`config.mk`:
```
export PLATFORM = sky130hd
export DESIGN_NAME = variable_step_ctrl
export DESIGN_NICKNAME = d
export VERILOG_FILES = /design/src/rtl/vs_pkg.sv /design/src/rtl/variable_step_ctrl_err_acc.sv /design/src/rtl/variable_step_ctrl.sv
export SDC_FILE = /design/constraint.sdc
export NUM_CORES = 2
export LEC_CHECK = 0
export CAP_MARGIN = 15
export CORE_ASPECT_RATIO = 1.5
export CORE_MARGIN = 2
export CORE_UTILIZATION = 55
export DETAILED_ROUTE_END_ITERATION = 16
export PLACE_DENSITY_LB_ADDON = 0.08
export SYNTH_ARGS = -nofsm -noshare
export SYNTH_HDL_FRONTEND = slang
export SYNTH_HIERARCHICAL = 1
export SYNTH_SLANG_ARGS = --single-unit
```
`constraint.sdc`:
```
create_clock -name clk -period 12.3 [get_ports clk]
set_clock_uncertainty 0.1 [all_clocks]
set_input_delay 3.69 -clock clk [delete_from_list [all_inputs] [get_ports clk]]
set_output_delay 3.69 -clock clk [all_outputs]
set_load 0.02 [all_outputs]
```
`src/rtl/vs_pkg.sv`:
```
// Shared types, default memory map and wide fixed-point helpers for variable_step_ctrl.
// Helpers work in a 128-bit signed domain and saturate to the caller's word width (DATA_W <= 126).
package vs_pkg;

  typedef enum logic [2:0] {
    S_IDLE   = 3'd0,
    S_LOAD   = 3'd1,
    S_SCAN   = 3'd2,
    S_DECIDE = 3'd3,
    S_CLAMP  = 3'd4,
    S_WRITE  = 3'd5,
    S_DONE   = 3'd6
  } vs_state_t;

  localparam int VS_WIDE_W = 128;
  typedef logic signed [VS_WIDE_W-1:0] vs_wide_t;

  localparam int DEF_N_ADDR    = 0;
  localparam int DEF_T_ADDR    = 1;
  localparam int DEF_TEND_ADDR = 2;
  localparam int DEF_H_ADDR    = 17;
  localparam int DEF_TOL_ADDR  = 18;
  localparam int DEF_XA_BASE   = 119;
  localparam int DEF_XB_BASE   = 169;

  function automatic vs_wide_t max_pos(input int w);
    return (vs_wide_t'(1'b1) <<< (w - 1)) - vs_wide_t'(1'b1);
  endfunction

  // Sign-extend the low w bits of v across the wide domain.
  function automatic vs_wide_t sext(input vs_wide_t v, input int w);
    return (v <<< (VS_WIDE_W - w)) >>> (VS_WIDE_W - w);
  endfunction

  function automatic vs_wide_t to_fix(input int whole, input int frac_w);
    return vs_wide_t'(whole) <<< frac_w;
  endfunction

  function automatic vs_wide_t sat_abs(input vs_wide_t x, input int w);
    vs_wide_t m;
    vs_wide_t a;
    m = max_pos(w);
    a = (x < vs_wide_t'(1'b0)) ? -x : x;
    return (a > m) ? m : a;
  endfunction

  function automatic vs_wide_t sat_add(input vs_wide_t a, input vs_wide_t b, input int w);
    vs_wide_t s;
    vs_wide_t m;
    s = a + b;
    m = max_pos(w);
    if (s > m) return m;
    if (s < (-m - vs_wide_t'(1'b1))) return -m - vs_wide_t'(1'b1);
    return s;
  endfunction

  function automatic vs_wide_t def_hmin(input int frac_w);
    return to_fix(1, frac_w - 10);
  endfunction

  function automatic vs_wide_t def_hmax(input int frac_w);
    return to_fix(1, frac_w);
  endfunction

endpackage

```
`src/rtl/variable_step_ctrl_err_acc.sv`:
```
// vs_err_acc: running |a-b| error tracker with reject/grow flags.
// Build option VS_RELERR_EN switches to per-component thresholds tol + (|b| >> 4).
module vs_err_acc
  import vs_pkg::*;
#(
  parameter int DATA_W     = 64,
  parameter int GROW_SHIFT = 5
) (
  input  logic              clk,
  input  logic              reset,
  input  logic              enable,
  input  logic              clear,
  input  logic              valid,
  input  logic [DATA_W-1:0] a,
  input  logic [DATA_W-1:0] b,
  input  logic [DATA_W-1:0] tol,
  output logic              reject,
  output logic              grow
);

  function automatic vs_wide_t wide(input logic [DATA_W-1:0] v);
    return sext(vs_wide_t'(v), DATA_W);
  endfunction

  vs_wide_t d_s;
  assign d_s = sat_abs(wide(a) - wide(b), DATA_W);

`ifdef VS_RELERR_EN
  vs_wide_t thr_s;
  logic     rej_r;
  logic     nogrow_r;

  assign thr_s = sat_add(wide(tol), sat_abs(wide(b), DATA_W) >>> 4, DATA_W);

  // Sticky per-component fail flags against the relative threshold.
  always_ff @(posedge clk) begin
    if (reset) begin
      rej_r    <= 1'b0;
      nogrow_r <= 1'b0;
    end else if (enable) begin
      if (clear) begin
        rej_r    <= 1'b0;
        nogrow_r <= 1'b0;
      end else if (valid) begin
        if (d_s > thr_s) rej_r <= 1'b1;
        if (d_s > (thr_s >>> GROW_SHIFT)) nogrow_r <= 1'b1;
      end
    end
  end

  assign reject = rej_r;
  assign grow   = ~nogrow_r;
`else
  logic [DATA_W-1:0] err_r;

  // Running max-norm of the component differences.
  always_ff @(posedge clk) begin
    if (reset) begin
      err_r <= '0;
    end else if (enable) begin
      if (clear) begin
        err_r <= '0;
      end else if (valid && (d_s > wide(err_r))) begin
        err_r <= d_s[DATA_W-1:0];
      end
    end
  end

  assign reject = wide(err_r) > wide(tol);
  assign grow   = wide(err_r) <= (wide(tol) >>> GROW_SHIFT);
`endif

endmodule

```
`src/rtl/variable_step_ctrl.sv`:
```
// Adaptive step-size controller: loads solver state, scans XA/XB error, writes the new h.
// Optional build macro VS_RELERR_EN selects the relative per-component error test.
module variable_step_ctrl
  import vs_pkg::*;
#(
  parameter int DATA_W     = 64,
  parameter int FRAC_W     = 32,
  parameter int ADDR_W     = 11,
  parameter int MAX_N      = 50,
  parameter int N_ADDR     = DEF_N_ADDR,
  parameter int T_ADDR     = DEF_T_ADDR,
  parameter int TEND_ADDR  = DEF_TEND_ADDR,
  parameter int H_ADDR     = DEF_H_ADDR,
  parameter int TOL_ADDR   = DEF_TOL_ADDR,
  parameter int XA_BASE    = DEF_XA_BASE,
  parameter int XB_BASE    = DEF_XB_BASE,
  parameter int GROW_SHIFT = 5,
  parameter logic [DATA_W-1:0] HMIN = DATA_W'(def_hmin(FRAC_W)),
  parameter logic [DATA_W-1:0] HMAX = DATA_W'(def_hmax(FRAC_W))
) (
  input  logic              clk,
  input  logic              reset,
  input  logic              enable,
  input  logic              start_cal_err,
  output logic [ADDR_W-1:0] address_bus,
  output logic [DATA_W-1:0] data_out,
  input  logic [DATA_W-1:0] data_in,
  output logic              mem_wr_enable,
  output logic              h_done,
  output logic              error_ok,
  output logic              h_min_hit,
  output logic [DATA_W-1:0] h_out
);

  localparam int IDX_W = $clog2(MAX_N + 1);

  function automatic vs_wide_t wide(input logic [DATA_W-1:0] v);
    return sext(vs_wide_t'(v), DATA_W);
  endfunction

  vs_state_t         state_r;
  logic [3:0]        cnt_r;
  logic [IDX_W-1:0]  i_r;
  logic [IDX_W-1:0]  n_r;
  logic [DATA_W-1:0] h_r, t_r, tend_r, tol_r, a_r, h_new_r;
  logic              accept_r, min_hit_r;
  logic              acc_clear_s, acc_valid_s, acc_reject_s, acc_grow_s;
  vs_wide_t          half_s, dbl_s, sum_s, decided_s, clamped_s;

  assign acc_clear_s = (state_r == S_IDLE) && start_cal_err;
  assign acc_valid_s = (state_r == S_SCAN) && (cnt_r == 4'd3);

  vs_err_acc #(.DATA_W(DATA_W), .GROW_SHIFT(GROW_SHIFT)) u_acc (
    .clk    (clk),
    .reset  (reset),
    .enable (enable),
    .clear  (acc_clear_s),
    .valid  (acc_valid_s),
    .a      (a_r),
    .b      (data_in),
    .tol    (tol_r),
    .reject (acc_reject_s),
    .grow   (acc_grow_s)
  );

  // Step decision (used in DECIDE) and end-time clamp (used in CLAMP).
  always_comb begin
    half_s = wide(h_r) >>> 1;
    dbl_s  = sat_add(wide(h_r), wide(h_r), DATA_W);
    if (acc_reject_s) begin
      decided_s = (half_s < wide(HMIN)) ? wide(HMIN) : half_s;
    end else if (acc_grow_s) begin
      decided_s = (dbl_s > wide(HMAX)) ? wide(HMAX) : dbl_s;
    end else begin
      decided_s = wide(h_r);
    end
    sum_s = sat_add(wide(t_r), wide(h_new_r), DATA_W);
    if (accept_r && (wide(tend_r) > wide(t_r)) && (sum_s > wide(tend_r))) begin
      clamped_s = wide(tend_r) - wide(t_r);
    end else begin
      clamped_s = wide(h_new_r);
    end
  end

  // Control FSM; every output is a register updated here.
  always_ff @(posedge clk) begin
    if (reset) begin
      state_r       <= S_IDLE;
      cnt_r         <= 4'd0;
      i_r           <= '0;
      n_r           <= '0;
      h_r           <= '0;
      t_r           <= '0;
      tend_r        <= '0;
      tol_r         <= '0;
      a_r           <= '0;
      h_new_r       <= '0;
      accept_r      <= 1'b0;
      min_hit_r     <= 1'b0;
      address_bus   <= '0;
      data_out      <= '0;
      mem_wr_enable <= 1'b0;
      h_done        <= 1'b0;
      error_ok      <= 1'b0;
      h_min_hit     <= 1'b0;
      h_out         <= '0;
    end else if (enable) begin
      case (state_r)
        S_IDLE: begin
          h_done <= 1'b0;
          if (start_cal_err) begin
            state_r     <= S_LOAD;
            cnt_r       <= 4'd0;
            address_bus <= ADDR_W'(N_ADDR);
            error_ok    <= 1'b0;
            h_min_hit   <= 1'b0;
          end
        end
        // Even counts present an address, odd counts capture the word.
        S_LOAD: begin
          cnt_r <= cnt_r + 4'd1;
          if (cnt_r[0]) begin
            case (cnt_r)
              4'd1: begin
                n_r         <= (data_in > DATA_W'(MAX_N)) ? IDX_W'(MAX_N) : data_in[IDX_W-1:0];
                address_bus <= ADDR_W'(H_ADDR);
              end
              4'd3: begin
                h_r         <= data_in;
                address_bus <= ADDR_W'(T_ADDR);
              end
              4'd5: begin
                t_r         <= data_in;
                address_bus <= ADDR_W'(TEND_ADDR);
              end
              4'd7: begin
                tend_r      <= data_in;
                address_bus <= ADDR_W'(TOL_ADDR);
              end
              default: begin
                tol_r       <= data_in;
                cnt_r       <= 4'd0;
                i_r         <= '0;
                address_bus <= ADDR_W'(XA_BASE);
                state_r     <= (n_r == IDX_W'(1'b0)) ? S_DECIDE : S_SCAN;
              end
            endcase
          end
        end
        S_SCAN: begin
          cnt_r <= cnt_r + 4'd1;
          case (cnt_r)
            4'd1: begin
              a_r         <= data_in;
              address_bus <= ADDR_W'(XB_BASE) + ADDR_W'(i_r);
            end
            4'd3: begin
              cnt_r <= 4'd0;
              if (i_r == (n_r - IDX_W'(1'b1))) begin
                state_r     <= S_DECIDE;
                address_bus <= '0;
              end else begin
                i_r         <= i_r + IDX_W'(1'b1);
                address_bus <= ADDR_W'(XA_BASE) + ADDR_W'(i_r) + ADDR_W'(1'b1);
              end
            end
            default: begin
            end
          endcase
        end
        S_DECIDE: begin
          accept_r  <= ~acc_reject_s;
          min_hit_r <= acc_reject_s && (h_r == HMIN);
          h_new_r   <= decided_s[DATA_W-1:0];
          state_r   <= S_CLAMP;
        end
        S_CLAMP: begin
          h_new_r       <= clamped_s[DATA_W-1:0];
          data_out      <= clamped_s[DATA_W-1:0];
          address_bus   <= ADDR_W'(H_ADDR);
          mem_wr_enable <= 1'b1;
          state_r       <= S_WRITE;
        end
        S_WRITE: begin
          mem_wr_enable <= 1'b0;
          address_bus   <= '0;
          state_r       <= S_DONE;
        end
        S_DONE: begin
          h_done    <= 1'b1;
          h_out     <= h_new_r;
          error_ok  <= accept_r;
          h_min_hit <= min_hit_r;
          state_r   <= S_IDLE;
        end
        default: begin
          mem_wr_enable <= 1'b0;
          state_r       <= S_IDLE;
        end
      endcase
    end
  end

endmodule

```
# ---- After elaboration in Yosys (flattened, before gate mapping)
# Cells that the tools add are included.
dict set report totals {
  elab_cells 154
  output_inout_bits 143
  n_memories 0
  in_bits 68
  latchBits 0
  mem_bits_rw 0
  romBits 0
  ff_bits 612
}
dict set report classes {
  reduce_logical 34
  n_bitwise 3
  div 0
  eq_ne 19
  mux 53
  order_cmp 14
  addsub 11
  shift 0
  multipliers 0
}
# op n
set ops {}
lappend ops {{2-to-1 mux 128 bit} 10}
lappend ops {{2-to-1 mux 64 bit} 7}
lappend ops {{> comparator 128 x 64 -> 1 bit} 2}
lappend ops {{adder 64 x 64 -> 65 bit} 2}
lappend ops {{> comparator 65 x 64 -> 1 bit, second input constant} 2}
lappend ops {{< comparator 65 x 64 -> 1 bit, second input constant} 2}
lappend ops {{> comparator 128 x 34 -> 1 bit, second input constant} 1}
lappend ops {{> comparator 128 x 64 -> 1 bit, second input constant} 1}
lappend ops {{> comparator 64 bit} 2}
lappend ops {{< comparator 128 x 1 -> 1 bit, second input constant} 1}
lappend ops {{negator 128 bit} 1}
lappend ops {{one-hot mux 64 bit (2 select lines)} 1}
lappend ops {{subtractor 64 x 64 -> 65 bit} 1}
lappend ops {{== test 64 x 23 -> 1 bit, second input constant} 1}
lappend ops {{> comparator 64 x 6 -> 1 bit, second input constant} 1}
lappend ops {{less-or-equal comparator 64 x 59 -> 1 bit} 1}
lappend ops {{subtractor 64 bit} 1}
lappend ops {{< comparator 63 x 24 -> 1 bit, second input constant} 1}
lappend ops {{one-hot mux 11 bit (5 select lines)} 1}
lappend ops {{2-to-1 mux 6 bit} 5}
lappend ops {{one-hot mux 7 bit (4 select lines)} 1}
lappend ops {{2-to-1 mux 11 bit} 2}
lappend ops {{one-hot mux 11 bit (2 select lines)} 1}
lappend ops {{AND reduction 4 bit} 5}
lappend ops {{37 further kinds} 81}

# ---- Longest topological paths before layout
dict set report logic_depth {
  depth_word 11
  mapped_depth 35
  mapped_depth_nobuf 29
}

# ---- Cells and area by module
# The synthesis kept the hierarchy.
# mod cells_each instances area_per_inst_um2
set modules_own_cells {}
lappend modules_own_cells {variable_step_ctrl 4394 1 32363.5}
lappend modules_own_cells {vs_err_acc 2120 1 15273.4}

# ---- Least setup slack after synthesis
# Ideal clock, no wire load.
dict set report synth_timing {
  kind {in2reg}
  startpoint {input data_in[20]}
  endpoint {register u_acc.err_r[2]}
  required_time_ns 12.141
  setup_slack_ns 2.358
  arrival_ns 9.783
  n_path_buf 4
  stages 31
  cell_sequence {inv_1 -> ha_1 -> buf_2 -> nand4_1 -> or2_1 -> or3_1 -> a2111oi_0 -> a211o_1 -> xor2_1 -> nand2b_4 -> nor4b_2 -> and4b_1 -> a31oi_1 -> a2bb2oi_2 -> buf_6 -> buf_6 -> nand2_1 -> ha_1 -> a21o_1 -> a21o_1 -> a21oi_1 -> nor2_1 -> a2111oi_0 -> o21bai_1 -> o31ai_1 -> nand4_1 -> xnor2_1 -> nand3b_1 -> nor2_1 -> clkbuf_1 -> a22o_1}
}
dict set report synth_via {
  elab_chain_cells 9
  word_cells_on_any_way 12
  cone_classes {add/sub: 2; order compare: 3; mux: 4; reduce/logical: 3}
}
# item line_no
set synth_lines {}
lappend synth_lines {{start, declared} variable_step_ctrl.sv:27} ;# input logic [DATA_W-1:0] data_in,
lappend synth_lines {{subtractor 64 x 64 -> 65 bit *} variable_step_ctrl_err_acc.sv:26} ;# assign d_s = sat_abs(wide(a) - wide(b), DATA_W);
lappend synth_lines {{negator 128 bit or < comparator 128 x 1 -> 1 bit (tied branches)} vs_pkg.sv:43} ;# a = (x < vs_wide_t'(1'b0)) ? -x : x;
lappend synth_lines {{2-to-1 mux 128 bit *} vs_pkg.sv:43}
lappend synth_lines {{> comparator 128 x 64 -> 1 bit} vs_pkg.sv:44} ;# return (a > m) ? m : a;
lappend synth_lines {{2-to-1 mux 128 bit *} vs_pkg.sv:44}
lappend synth_lines {{> comparator 128 x 64 -> 1 bit} variable_step_ctrl_err_acc.sv:63} ;# end else if (valid && (d_s > wide(err_r))) begin
lappend synth_lines {{logical AND 1 bit} variable_step_ctrl_err_acc.sv:63}
lappend synth_lines {{nonzero test 2 bit (no source line)} -}
lappend synth_lines {{AND reduction 2 bit (no source line)} -}
lappend synth_lines {{end signal, assigned} variable_step_ctrl_err_acc.sv:64} ;# err_r <= d_s[DATA_W-1:0];
lappend synth_lines {{end, declared} variable_step_ctrl_err_acc.sv:54} ;# logic [DATA_W-1:0] err_r;
# Mark *: on every way between the ends. The rest lies on a longest branch, timed or not. The select of a mux whose other input is x is not followed.
# A chain may end at the register's enable or synchronous reset.

# ---- Worst setup path after layout
dict set report layout_timing {
  startpoint {input data_in[16]}
  endpoint {register u_acc.err_r[15]}
}
# The elaborated chain is that of the path after synthesis.

==> flow_summary.json <==
{
  "outcome": "finished, final reports clean",
  "dr_wl_met2_um": 87600,
  "synth_edf_count": 0,
  "wl_met3_um": 14000,
  "syn_to_final_growth_pct": 11.7,
  "routed_wire_length_per_instance_um": 24.0,
  "dieArea_um2": 89000,
  "fmax_mhz": 86.1,
  "synth_area_um2": 47600,
  "fin_setup_tns_ns": 0,
  "arrival_ns": 12.10,
  "powerDensity_nw_per_um2": 87.1,
  "yosysSeqAreaShare": 0.256,
  "die-height_um": 364,
  "grt_pass1_vias": 47100,
  "cts_buffers": 61,
  "clock-sinks": 609,
  "core-area_um2": 86000,
  "synth_area_leaders": "dfxtp_1 (26%), ha_1 (14%), nand2_1 (9.3%)",
  "finalHoldViolations": 0,
  "ys_types": 112,
  "maxSlewHeadroom": 0.220,
  "place_congestion": 1.05,
  "drive_above_1_share": 0.0551,
  "rsz0062_at_grt": "no",
  "clk_latency_ns": 0.69,
  "period_needed_ns": 11.62,
  "highest_layer": "met5",
  "cap_violations": 0,
  "endpoint_kind": "flop",
  "post-route-util": 0.618,
  "yosysTopAreaCellShare": 0.256,
  "drt_iter0_markers": 4890,
  "grt_use_total": 0.408,
  "htree_levels": 2,
  "clockBufferDepth": 3,
  "antenna_cells": 0,
  "min_from": "h_out[41]",
  "vias": 49700,
  "setup_viol": 0,
  "port-buffer-count": 207,
  "drcViolationCount": 0,
  "cts_tree": "done",
  "rows": 132,
  "synth_cells": 6514,
  "hold_class": "reg -> reg",
  "die_width_um": 244,
  "leakagePower_nw": 21.2,
  "final_nets": 7220,
  "slowest_delay_ns": 0.90,
  "startpoint": "data_in[16]",
  "io_pins": 211,
  "dp_slack_ns": 0.254,
  "synth.most_common_cell": "nand2_1",
  "initial_core_util": 0.554,
  "hpwl_um": 144000,
  "worst_ir_drop_vdd_uv": 110,
  "worstPathRequired_ns": 12.78,
  "synth_area_per_cell_um2": 7.31,
  "fin_worst_hold_slack_ns": 0.352,
  "clk_pin_slew_worst_paths_ns": 0.07,
  "wl_um": 187000,
  "period_share": 0.945,
  "final_max_slew_viol_count": 0,
  "crit_path_start_kind": "primary input",
  "viasPerCell": 6.36,
  "first_pass_iters": 5,
  "ys_ff_latch": 609,
  "fin_ws_ns": 0.680,
  "crit_fanout": 26,
  "antenna_left": 0,
  "gr-total-overflow": 0,
  "synthTopCellsByCount": "nand2_1 (1183), a21oi_1 (847), dfxtp_1 (609)",
  "async_flop_share": 0,
  "yosysWarningCount": 6,
  "critPathSlowestCell": "a2111oi_0",
  "cts_setup_buffers": 0,
  "wl_met1_um": 71100,
  "synthFlopType": "dfxtp_1",
  "finalPower_mw": 4.64,
  "cts_hold_buf": 0,
  "worstMarginPinSlew_ns": 1.16,
  "grt_antenna_before_repair": 3,
  "cts_resized": 0,
  "cts-root-buf": "clkbuf_16",
  "criticalPathCategory": "in -> reg",
  "rr_startpoint": "t_r[17]",
  "cp_common_cell": "buf_4",
  "grt_pass1_wl_um": 280000,
  "grt_start_max_net_pins": 191,
  "synth_top_area_cell": "dfxtp_1"
}
-- power breakdown --
part | internal [mW] | switching [mW]
Clock | 1.15 | 0.897
Combinational | 0.189 | 0.412
Sequential | 1.98 | 0.00771
-- critical path, delay by kind of cell --
family	cells	cell delay, ns
simple gates	12	2.68
fa+ha+maj	2	0.84
buf+inv	6	1.71
xor+xnor	1	0.21
compound gates	12	2.91
-- per-layer routing --
layer / global-route usage / vias up
met5: 0 / -
met4: 0.275 / 6
met3: 0.0507 / 598
li1: - / 23400
met1: 0.482 / 23500
met2: 0.692 / 2245
-- final cells by class --
type	instances	area [µm²]
flip-flops and latches	609	12200
clock inverters	35	398
fillers	8049	32800
multi-input cells	5168	32600
inverters	440	1650
repair buffers	346	3180
clock buffers	78	1750
well taps	1139	1430
-- cells by family (layout without fill, tap and decap cells) --
kind of cell | count (synthesis) | count (layout) | share of synthesized area
flip-flops | 609 | 609 | 0.256
AND/OR/NAND/NOR | 2203 | 2203 | 0.211
buffers and inverters | 803 | 899 | 0.0679
AO/OA/AOI/OAI | 2092 | 2092 | 0.273
XOR/XNOR | 221 | 221 | 0.0408
other | 2 | 68 | 0.000158
adder cells (fa/ha/maj) | 529 | 529 | 0.139
multiplexers | 55 | 55 | 0.0118
-- cells in the final DEF, fill, tap and decap left out, drive strengths merged, types with 23 or more instances in the layout --
cell,instances
nand2,1193
a21oi,855
dfxtp,609
ha,523
o21ai,450
inv,443
nor2,324
clkdlybuf4s50,205
nand4,163
buf,141
a21o,140
xnor2,135
xor2,86
o211ai,82
nor3,79
clkbuf,78
nand3,73
a31oi,72
conb,68
nor2b,68
nand2b,68
a22o,65
nor4,57
o21a,47
mux2i,46
a211oi,46
and3,41
o21bai,39
a221oi,34
or3,31
a221o,30
o31ai,25
and2,23
or2,23
-- path summary, 6_finish.rpt --
| kind | cells after the start | slack [ns] | to |
|---|---|---|---|
| setup / recovery | 33 | 0.68 | u_acc/err_r[15] |
| hold / removal | 2 | 0.35 | h_out[41] |
| setup reg to reg | 26 | 3.29 | h_new_r[11] |
| hold reg to reg | 2 | 0.35 | h_out[41] |
-- through the flow --
step	std cells	instance area (µm²)
detailed placement	7701	51100
global placement	7701	51100
global route	7815	53200
floorplan	6580	47900
CTS	7814	53200
finish	7815	53200
Note: power is estimated with default switching activity, not from simulation.
